$ cat config.mk
export PLATFORM = sky130hd
export DESIGN_NAME = param_prng
export DESIGN_NICKNAME = d
export VERILOG_FILES = /design/src/rtl/param_prng.sv
export SDC_FILE = /design/constraint.sdc
export NUM_CORES = 1
export LEC_CHECK = 0
export CAP_MARGIN = 30
export CORE_UTILIZATION = 45
export CTS_CLUSTER_DIAMETER = 60
export CTS_CLUSTER_SIZE = 14
export DETAILED_ROUTE_END_ITERATION = 10
export PLACE_DENSITY = 0.79
export SYNTH_ARGS = -nofsm -noshare
export SYNTH_HDL_FRONTEND = slang
export SYNTH_SLANG_ARGS = --single-unit
$ cat constraint.sdc
create_clock -name Clock -period 3.1 [get_ports Clock]
set_input_delay 0.465 -clock Clock [delete_from_list [all_inputs] [get_ports Clock]]
set_output_delay 0.465 -clock Clock [all_outputs]
set_load 0.03 [all_outputs]
$ cat src/rtl/param_prng.sv
// param_prng: parameterised pseudo-random sample source with a one-entry output buffer.
//
// The generator is either a linear congruential generator (Mode=0) or a Galois LFSR
// (Mode=1). It advances one step whenever the output buffer is empty or the buffered
// sample is being consumed in the same cycle. The result goes to both the internal
// state and the registered Output.
//
// Optional feature: define PRNG_SAMPLE_COUNT_EN to count accepted samples on
// SampleCount. When it is undefined, SampleCount is tied to zero.
//
// Ports:
//   Clock        in   rising-edge clock
//   Reset        in   synchronous, active-high reset; overrides everything
//   Enable       in   permits the generator to advance
//   Mode         in   0 = LCG, 1 = Galois LFSR
//   SeedLoad     in   load Seed into the state and empty the buffer
//   Seed         in   seed value (WIDTH bits)
//   OutReady     in   consumer accepts Output this cycle
//   OutValid     out  Output holds an unconsumed sample
//   Output       out  current sample, registered (WIDTH bits)
//   SampleCount  out  number of accepted samples (32 bits)

module param_prng #(
    parameter int unsigned      WIDTH        = 16,
    parameter int unsigned      LCG_MULT     = 5,
    parameter int unsigned      LCG_INC      = 1,
    parameter logic [WIDTH-1:0] LFSR_TAPS    = 16'hB400,
    parameter logic [WIDTH-1:0] SEED_DEFAULT = WIDTH'(1)
) (
    input  logic             Clock,
    input  logic             Reset,
    input  logic             Enable,
    input  logic             Mode,
    input  logic             SeedLoad,
    input  logic [WIDTH-1:0] Seed,
    input  logic             OutReady,
    output logic             OutValid,
    output logic [WIDTH-1:0] Output,
    output logic [31:0]      SampleCount
);

    typedef enum logic [0:0] {StEmpty, StFull} fsm_e;

    fsm_e             fsm_q;
    logic [WIDTH-1:0] state_q;
    logic [WIDTH-1:0] out_q;

    logic             transfer;
    logic             step;
    logic [WIDTH-1:0] step_src;
    logic [WIDTH-1:0] lcg_next;
    logic [WIDTH-1:0] lfsr_next;
    logic [WIDTH-1:0] gen_next;
    logic [WIDTH-1:0] load_val;

    always_comb begin
        transfer = (fsm_q == StFull) && OutReady;
        step     = Enable && !SeedLoad && ((fsm_q == StEmpty) || transfer);

        // An all-zero LFSR state would lock up, so step from the default seed instead.
        step_src = (Mode && (state_q == '0)) ? SEED_DEFAULT : state_q;

        // Operands are WIDTH bits wide, so the product wraps mod 2^WIDTH.
        lcg_next  = step_src * WIDTH'(LCG_MULT) + WIDTH'(LCG_INC);
        lfsr_next = step_src[0] ? ((step_src >> 1) ^ LFSR_TAPS) : (step_src >> 1);
        gen_next  = Mode ? lfsr_next : lcg_next;

        load_val  = (Mode && (Seed == '0)) ? SEED_DEFAULT : Seed;
    end

    always_ff @(posedge Clock) begin
        if (Reset) begin
            state_q <= SEED_DEFAULT;
            out_q   <= '0;
            fsm_q   <= StEmpty;
        end else if (SeedLoad) begin
            // A reseed drops any buffered sample; Output keeps its last value.
            state_q <= load_val;
            fsm_q   <= StEmpty;
        end else if (step) begin
            state_q <= gen_next;
            out_q   <= gen_next;
            fsm_q   <= StFull;
        end else if (transfer) begin
            fsm_q   <= StEmpty;
        end
    end

    assign OutValid = (fsm_q == StFull);
    assign Output   = out_q;

`ifdef PRNG_SAMPLE_COUNT_EN
    logic [31:0] count_q;

    // Every accepted sample is counted, including one taken in a reseed cycle.
    always_ff @(posedge Clock) begin
        if (Reset) begin
            count_q <= '0;
        end else if (transfer) begin
            count_q <= count_q + 32'd1;
        end
    end

    assign SampleCount = count_q;
`else
    assign SampleCount = '0;
`endif

endmodule

==> flow_summary.json, run 1 <==
{
  "status": "completed",
  "yosysSeqAreaShare": 0.230,
  "slew_violations": 0,
  "syn_to_final_growth_pct": 18.0,
  "initial_core_util": 0.476,
  "relSlewSlack": 0.414,
  "htreeDepth": 2,
  "met1_usage": 0.287,
  "layout_commonest_cell": "clkdlybuf4s50_1",
  "instances_no_fill": 476,
  "core_um2": 6030,
  "worstSetupEndpointType": "flop",
  "fin_ws_ns": 0.0179,
  "crit_slowest_cell": "or3_2",
  "period_share": 0.994,
  "final_area_um2": 3390,
  "wire_per_inst_um": 16.8,
  "crit_arrival_ns": 3.25,
  "grt_use_met3": 0.0522,
  "ant_nets": 0,
  "fin_worst_skew_ns": 0.00989,
  "hp-class": "reg -> reg",
  "dp_cells": 466,
  "finalSetupTns_ns": 0,
  "crit_type": "reg -> reg",
  "synth.avg_cell_area_um2": 7.91,
  "final_nets": 448,
  "grt_pass1_wl_um": 12000,
  "holdBufCountCts": 0,
  "path_common_cell": "a21o_1",
  "layout_common_cells": "clkdlybuf4s50_1, nand2_1, dfxtp_1, conb_1, nor2_1",
  "path_delay_family": "simple AND/OR/NAND/NOR gates",
  "clock-sinks": 33,
  "path_buf_inv": 0,
  "synth-warning-count": 0,
  "startpoint": "state_q[15]$_SDFFE_PP0P_",
  "synth_seq_cells": 33,
  "placed_cell_area_um2": 3210,
  "gr-usage-met2": 0.412,
  "worst_pin_slew_ns": 0.868,
  "grt_pass1_vias": 2535,
  "grt-busiest-layer": "met2",
  "synth_edf_count": 0,
  "setup_viol_count_final": 0,
  "grt.total_usage": 0.237,
  "fp.dieH_um": 81.9,
  "cellPowerDensity_nw_per_um2": 435,
  "clk_pin_slew_ns": 0.08,
  "drt-initial-drc-count": 240,
  "startpoint_type": "flop",
  "drc": 0,
  "pre_cts_ws_ns": -0.0544,
  "drt_wl_total_um": 7980,
  "antenna_found_initial": 0,
  "synth_flop_cell": "dfxtp_1",
  "yosys.cell_types.count": 64,
  "vdd_ir_drop_max_mv": 0.426,
  "die-area_um2": 6700,
  "rows": 28,
  "crit_path_cell_trace": "nor4_1 > and4_1 > a21o_1 > ha_1 > ha_2 > a21o_1 > nand4_1 > a21oi_1 > or3_2 > a311oi_2 > o22ai_1",
  "portBuffers": 38,
  "overflow": 0,
  "fin_crit_ns": 3.08,
  "die_x_um": 81.9,
  "insertion_delay_ns": 0.29,
  "final-hold-violation-count": 0,
  "leakage_nw": 1.52,
  "crit_path_max_fanout": 4,
  "async_flop_share": 0,
  "max_stage_delay_ns": 0.48,
  "antenna_cells": 0,
  "routed_via_density": 5.89,
  "cts_tree": "built",
  "max_freq_ghz": 0.324,
  "cts_buffers": 5,
  "drv_cap": 0,
  "hpwl_um": 5970,
  "cts_buffer_depth": 2,
  "required_ns": 3.27,
  "grt_max_degree": 33,
  "ioPinCount": 71,
  "gp_congestion": 0.908,
  "vias": 2803,
  "clk_root_buffer_cell": "clkbuf_8",
  "syn-cell-area_um2": 2870,
  "drive_gt1_frac": 0.145,
  "dr.pass1.iters": 4,
  "hold_start": "Output[12]$_SDFFE_PP0P_",
  "r2r_start": "state_q[15]$_SDFFE_PP0P_",
  "postSynthCellCount": 363
}
## cell families after synthesis
logic type | count (synthesis) | share of synthesized area
AOI/OAI and AO/OA | 99 | 0.245
DFF | 33 | 0.230
adders and majority gates | 26 | 0.113
buffers and inverters | 70 | 0.154
muxes | 6 | 0.0209
xor gates and xnor gates | 9 | 0.0275
and+or+nand+nor | 119 | 0.207
other | 1 | 0.00131
## power breakdown
group,switching [W],leakage [nW],internal [W],total (W)
logic,0.000338,1.19,0.000228,0.000567
clock network,0.000183,0.0543,0.000241,0.000424
registers,0.0000248,0.273,0.000457,0.000482
total,0.000546,1.52,0.000926,0.00147
## final cells by class
cell class,instances,area (µm²)
inverters,6,22.5
multi-input cells,291,1930
fillers,559,2640
well taps,75,93.8
clock buffers,5,68.8
clock inverters,3,46.3
repair buffers,63,568
flip-flops and latches,33,662
## metrics by stage
stage	hold WS, ns	total power, W	utilization
floorplan	0.540	0.000907	-
global placement	0.444	0.00102	0.533
detailed placement	0.455	0.00103	0.533
CTS	0.463	0.00145	0.553
global route	0.476	0.00154	0.562
finish	0.461	0.00147	0.562
## final timing paths
| kind | slack (ns) | endpoint | cells past startpoint |
|---|---|---|---|
| max | 0.02 | state_q[9]$_SDFFE_PP0P_ | 11 |
| min | 0.46 | Output[12]$_SDFFE_PP0P_ | 2 |
| max reg2reg | 0.02 | state_q[9]$_SDFFE_PP0P_ | 11 |
| min reg2reg | 0.46 | Output[12]$_SDFFE_PP0P_ | 2 |
## sequential cells by signal, summed over array words and instances (netlist names)
| signal | flops |
|---|---|
| Output | 16 |
| state_q | 16 |
| OutValid | 1 |
## cell usage after synthesis, types with 4 or more instances
cell type  instances  area share
nor3_1             9       0.016
and2_1             5       0.011
a21o_1             6       0.016
a211oi_1          10       0.026
o21ai_0           11       0.019
nor4_1             7       0.015
a311oi_1           4       0.012
dfxtp_1           33        0.23
buf_4             32       0.084
a211o_1            4       0.012
nand2b_1           4      0.0087
nor2_1            29       0.038
buf_6              4       0.016
nand2_1           35       0.046
clkbuf_1          23       0.030
ha_1              26        0.11
inv_1              6      0.0078
xnor2_1            6       0.018
a21oi_1           27       0.047
mux2i_1            6       0.021
o211ai_1           4       0.010
## tightest hold or removal path: stages (launching register included)
cell and delay [ns]:
dfxtp_1 0.31, nand2_1 0.05, a21oi_1 0.05
## routing by layer
layer / routed length [µm] / share of wire / up-vias
li1: - / - / 1319
met1: 3220 / 0.40 / 1322
met2: 3920 / 0.49 / 140
met3: 646 / 0.081 / 22
met4: 198 / 0.025 / 0
met5: 0 / 0 / -
## repair_timing
| item | CTS | global route |
|---|---|---|
| endpoints found under the setup margin | 0 | 11 |
| buffers inserted | 0 | 2 |
| resized for setup | 0 | 10 |
No activity file was read; power rests on OpenSTA's default activity.
==> run 2, diff against run 1 <==
--- a/config.mk
+++ b/config.mk
@@ -6,11 +6,11 @@
 export NUM_CORES = 1
 export LEC_CHECK = 0
 export CAP_MARGIN = 30
-export CORE_UTILIZATION = 45
+export CORE_UTILIZATION = 35
 export CTS_CLUSTER_DIAMETER = 60
 export CTS_CLUSTER_SIZE = 14
 export DETAILED_ROUTE_END_ITERATION = 10
-export PLACE_DENSITY = 0.79
+export PLACE_DENSITY = 0.65
 export SYNTH_ARGS = -nofsm -noshare
 export SYNTH_HDL_FRONTEND = slang
 export SYNTH_SLANG_ARGS = --single-unit
==> constraint.sdc (replaced) <==
create_clock -name Clock -period 3.1 [get_ports Clock]
set_input_delay 0.465 -clock Clock [delete_from_list [all_inputs] [get_ports Clock]]
set_output_delay 0.465 -clock Clock [all_outputs]
set_load 0.05 [all_outputs]
==> run 2 against run 1 <==
Net effect:
- combinational power is 8.8% higher
- wire length is 3.4% lower
- clock-buffer cell count is 2 higher
- critical path type unchanged
- register-to-register slack better by 0.095 ns
- first-iteration DRC count is 26% lower
- die area is 28% higher
- sequential power hardly changed
- non-clock buffer count is 5 higher
==> flow_summary.json, run 2 (synthesis results as in run 1) <==
{
  "dr_wl_met2_um": 3540,
  "cts_tree": "built",
  "crit_path_max_fanout": 4,
  "clk_root_buffer_cell": "clkbuf_8",
  "drv_cap": 0,
  "cts_buffer_depth": 2,
  "die-area_um2": 8570,
  "crit_type": "reg -> reg",
  "rows": 32,
  "drt_wl_total_um": 7710,
  "cellPowerDensity_nw_per_um2": 441,
  "grt_pass1_wl_um": 12600,
  "r2r_slack_ns": 0.11,
  "crit_path_cell_trace": "nor4_1 > and4_1 > a21o_1 > ha_1 > ha_2 > a21o_1 > nand4_1 > a21oi_1 > or3_2 > a311oi_2 > o22ai_1",
  "layout_commonest_cell": "clkdlybuf4s50_1",
  "hpwl_um": 5960,
  "insertion_delay_ns": 0.29,
  "placed_cell_area_um2": 3290,
  "total_power_w": 0.00152,
  "fin_crit_ns": 2.99,
  "setup_viol_count_final": 0,
  "drt-initial-drc-count": 178,
  "cts_buffers": 5,
  "overflow": 0,
  "status": "completed",
  "max_stage_delay_ns": 0.47,
  "path_delay_family": "simple AND/OR/NAND/NOR gates",
  "leakage_nw": 1.54,
  "initial_core_util": 0.366,
  "fp.dieH_um": 92.6,
  "fin_ws_ns": 0.113,
  "dr.pass1.iters": 4,
  "drive_gt1_frac": 0.153,
  "drc": 0,
  "path_buf_inv": 0,
  "antenna_cells": 0,
  "grt.total_usage": 0.185,
  "startpoint_type": "flop",
  "syn_to_final_growth_pct": 20.5,
  "required_ns": 3.26,
  "worst_pin_slew_ns": 0.976,
  "portBuffers": 38,
  "core_um2": 7850,
  "max_freq_ghz": 0.335,
  "die_x_um": 92.6,
  "grt_pass1_vias": 2601,
  "instances_no_fill": 508,
  "routed.top_layer": "met4",
  "period_share": 0.964,
  "hp-class": "reg -> reg",
  "fin_hold_ws_ns": 0.453,
  "ant_nets": 0,
  "fin_worst_skew_ns": 0.00534,
  "clock-sinks": 33,
  "routed_via_density": 5.33,
  "n_fill_cell": 807,
  "worstSetupEndpointType": "flop",
  "clk_pin_slew_ns": 0.07,
  "vias": 2710,
  "relSlewSlack": 0.341,
  "ioPinCount": 71,
  "wire_per_inst_um": 15.2,
  "path_common_cell": "a21o_1",
  "wl_met1_um": 3570,
  "vdd_ir_drop_max_mv": 0.221,
  "dp_cells": 498,
  "pre_cts_ws_ns": -0.0347,
  "layout_common_cells": "clkdlybuf4s50_1, nand2_1, dfxtp_1, conb_1, buf_4",
  "crit_arrival_ns": 3.15,
  "final_nets": 453,
  "gp_congestion": 0.882,
  "slew_violations": 0,
  "antenna_found_initial": 0,
  "htreeDepth": 2,
  "crit_slowest_cell": "or3_2",
  "wl_met3_um": 504,
  "grt_max_degree": 34,
  "final-hold-violation-count": 0,
  "final_area_um2": 3460
}
[run 2: worst paths after layout]
path	startpoint	to	cells after the start
hold / removal	Output[6]$_SDFFE_PP0P_	Output[6]$_SDFFE_PP0P_	2
setup reg to reg	state_q[15]$_SDFFE_PP0P_	state_q[9]$_SDFFE_PP0P_	11
setup / recovery	state_q[15]$_SDFFE_PP0P_	state_q[9]$_SDFFE_PP0P_	11
hold reg to reg	Output[6]$_SDFFE_PP0P_	Output[6]$_SDFFE_PP0P_	2
[run 2: cell type report]
| class | instances | area (µm²) | share of cell area |
|---|---|---|---|
| multi-input combinational | 291 | 1930 | 0.557 |
| timing repair buffer | 68 | 606 | 0.175 |
| clock inverter | 1 | 30.0 | 0.00868 |
| inverter | 6 | 22.5 | 0.00651 |
| clock buffer | 7 | 86.3 | 0.0250 |
| tap | 102 | 128 | 0.0369 |
| sequential | 33 | 662 | 0.191 |
[run 2: metrics by stage]
stage | util | TNS, ns
4_1_cts | 0.434 | 0
6_report | 0.441 | 0
3_5_place_dp | 0.419 | -0.0410
2_1_floorplan | - | 0
5_1_grt | 0.441 | -0.00145
3_3_place_gp | 0.419 | 0
[run 2: routing by layer]
metal,up-vias,global-route usage
met2,92,0.304
met1,1281,0.250
li1,1329,-
met4,0,0.0378
met3,8,0.0361
met5,-,0
[run 2: timing repair]
action / CTS / global route
endpoints found under the hold margin: 0 / 0
endpoints found under the setup margin: 0 / 9
gates resized for setup: 0 / 11
hold buffers: 0 / 0
setup buffers: 0 / 2
[run 2: report_power, final]
group | total, W | switching [W] | internal [W]
clock | 0.000428 | 0.000165 | 0.000262
combinational | 0.000617 | 0.000387 | 0.000229
sequential | 0.000480 | 0.0000229 | 0.000457
[run 2: worst reg2reg max path: stages (launching register included)]
cell,delay (ns)
dfxtp_1,0.35
nor4_1,0.28
and4_1,0.28
a21o_1,0.17
ha_1,0.26
ha_2,0.21
a21o_1,0.17
nand4_1,0.16
a21oi_1,0.11
or3_2,0.47
a311oi_2,0.29
o22ai_1,0.12
==> run 3, diff against run 2 <==
--- a/config.mk
+++ b/config.mk
@@ -6,11 +6,14 @@
 export NUM_CORES = 1
 export LEC_CHECK = 0
 export CAP_MARGIN = 30
+export CELL_PAD_IN_SITES_DETAIL_PLACEMENT = 0
+export CELL_PAD_IN_SITES_GLOBAL_PLACEMENT = 1
 export CORE_UTILIZATION = 35
 export CTS_CLUSTER_DIAMETER = 60
 export CTS_CLUSTER_SIZE = 14
 export DETAILED_ROUTE_END_ITERATION = 10
-export PLACE_DENSITY = 0.65
+export PLACE_DENSITY = 0.83
 export SYNTH_ARGS = -nofsm -noshare
 export SYNTH_HDL_FRONTEND = slang
 export SYNTH_SLANG_ARGS = --single-unit
+export TNS_END_PERCENT = 5
==> run 3 against run 2 <==
Net effect:
- setup slack improved by 0.10 ns
- non-clock buffer count decreased by 1
- highest routed layer unchanged
- via count is 0.41% higher
- combinational power up 1%
- hold slack better by 0.0069 ns
- sequential power about the same
- cell count is 0.39% lower
- critical path type unchanged
==> flow_summary.json, run 3 (synthesis results as in run 1) <==
{
  "grt_use_met3": 0.0402,
  "crit_path_max_fanout": 5,
  "drc": 0,
  "fin_ws_ns": 0.213,
  "htreeDepth": 2,
  "drt_wl_total_um": 7980,
  "dr.pass1.iters": 4,
  "vias": 2721,
  "gr-usage-met2": 0.320,
  "drv_cap": 0,
  "cts_buffers": 5,
  "period_share": 0.931,
  "hold_depth": 2,
  "fp.dieH_um": 92.6,
  "final-seq-area_um2": 663,
  "vdd_ir_drop_max_mv": 0.175,
  "overflow": 0,
  "setup_viol_count_final": 0,
  "relSlewSlack": 0.463,
  "final_area_um2": 3430,
  "max_freq_ghz": 0.346,
  "required_ns": 3.31,
  "wire_per_inst_um": 15.8,
  "crit_type": "reg -> reg",
  "cellPowerDensity_nw_per_um2": 421,
  "leakage_nw": 1.53,
  "ff2ff_path_depth": 11,
  "rsz0062_at_grt": "true",
  "core_um2": 7850,
  "cts_tree": "built",
  "layout_common_cells": "clkdlybuf4s50_1, nand2_1, conb_1",
  "final-hold-violation-count": 0,
  "n_fill_cell": 816,
  "met1_usage": 0.246,
  "worstSetupEndpointType": "flop",
  "die_x_um": 92.6,
  "cts_buffer_depth": 2,
  "antenna_found_initial": 0,
  "grt-busiest-layer": "met2",
  "grt_max_degree": 28,
  "status": "completed",
  "worst_pin_slew_ns": 0.795,
  "routed_via_density": 5.38,
  "clock-sinks": 33,
  "drt-initial-drc-count": 171,
  "grt.total_usage": 0.188,
  "layout_commonest_cell": "clkdlybuf4s50_1",
  "multiInputGateArea_um2": 1930,
  "die-area_um2": 8570,
  "ant_nets": 0,
  "grt_pass1_vias": 2536,
  "fin_worst_skew_ns": 0.00336,
  "gp_congestion": 0.859,
  "grt_pass1_wl_um": 12600,
  "clk_root_buffer_cell": "clkbuf_8",
  "initial_core_util": 0.366,
  "antenna_cells": 0,
  "placed_cell_area_um2": 3290,
  "hpwl_um": 6210,
  "portBuffers": 38,
  "startpoint_type": "flop",
  "slew_violations": 0,
  "final_nets": 452,
  "crit_arrival_ns": 3.10,
  "clk_pin_slew_ns": 0.07,
  "holdBufCountCts": 0,
  "insertion_delay_ns": 0.29,
  "ioPinCount": 71,
  "drive_gt1_frac": 0.151,
  "pre_cts_ws_ns": -0.0491,
  "hp-class": "reg -> reg",
  "rows": 32,
  "syn_to_final_growth_pct": 19.5,
  "fin_crit_ns": 2.89
}
-- run 3: critical path, stage by stage (launching register included) --
cell and delay (ns):
dfxtp_2 0.37, nor4_2 0.26, and4_1 0.27, a21o_1 0.15, ha_1 0.26, ha_1 0.23
a21o_1 0.17, nand4_1 0.18, a21boi_1 0.09, or3b_1 0.38, a31o_2 0.26, nor3_1 0.17
-- run 3: routing by layer --
| layer | share of wire | wire (µm) | vias to the layer above |
|---|---|---|---|
| met3 | 0.050 | 399 | 5 |
| li1 | - | - | 1333 |
| met5 | 0 | 0 | - |
| met2 | 0.50 | 4010 | 72 |
| met1 | 0.44 | 3530 | 1311 |
| met4 | 0.0036 | 29 | 0 |
-- run 3: per-stage QoR --
stage	util	power [W]	TNS, ns	std cells	hold WS, ns
floorplan	-	0.000964	0	394	0.540
global placement	0.419	0.00109	0	498	0.449
detailed placement	0.419	0.00109	-0.0555	498	0.456
CTS	0.430	0.00143	0	505	0.465
global route	0.437	0.00152	-0.0117	506	0.488
finish	0.437	0.00144	0	506	0.460
-- run 3: cell type report --
| type | instances | area share |
|---|---|---|
| clock buffers | 7 | 0.0252 |
| inverters | 6 | 0.00657 |
| multi-input cells | 291 | 0.563 |
| flip-flops and latches | 33 | 0.193 |
| well taps | 102 | 0.0372 |
| repair buffers | 67 | 0.174 |
-- run 3: path summary, 6_finish.rpt --
kind | to | slack (ns) | startpoint
max | state_q[7]$_SDFFE_PP0P_ | 0.21 | state_q[15]$_SDFFE_PP0P_
min | Output[3]$_SDFFE_PP0P_ | 0.46 | Output[3]$_SDFFE_PP0P_
max reg2reg | state_q[7]$_SDFFE_PP0P_ | 0.21 | state_q[15]$_SDFFE_PP0P_
min reg2reg | Output[3]$_SDFFE_PP0P_ | 0.46 | Output[3]$_SDFFE_PP0P_
-- run 3: report_power, final --
group / leakage, nW / switching (W) / internal (W) / total (W)
logic: 1.21 / 0.000392 / 0.000232 / 0.000623
registers: 0.273 / 0.0000242 / 0.000457 / 0.000482
clock network: 0.0443 / 0.000161 / 0.000176 / 0.000338
total: 1.53 / 0.000577 / 0.000866 / 0.00144
-- run 3: repair_timing --
action,4_1_cts,5_1_grt
setup buffers,0,1
setup endpoints to repair,0,13
gates resized for setup,0,15
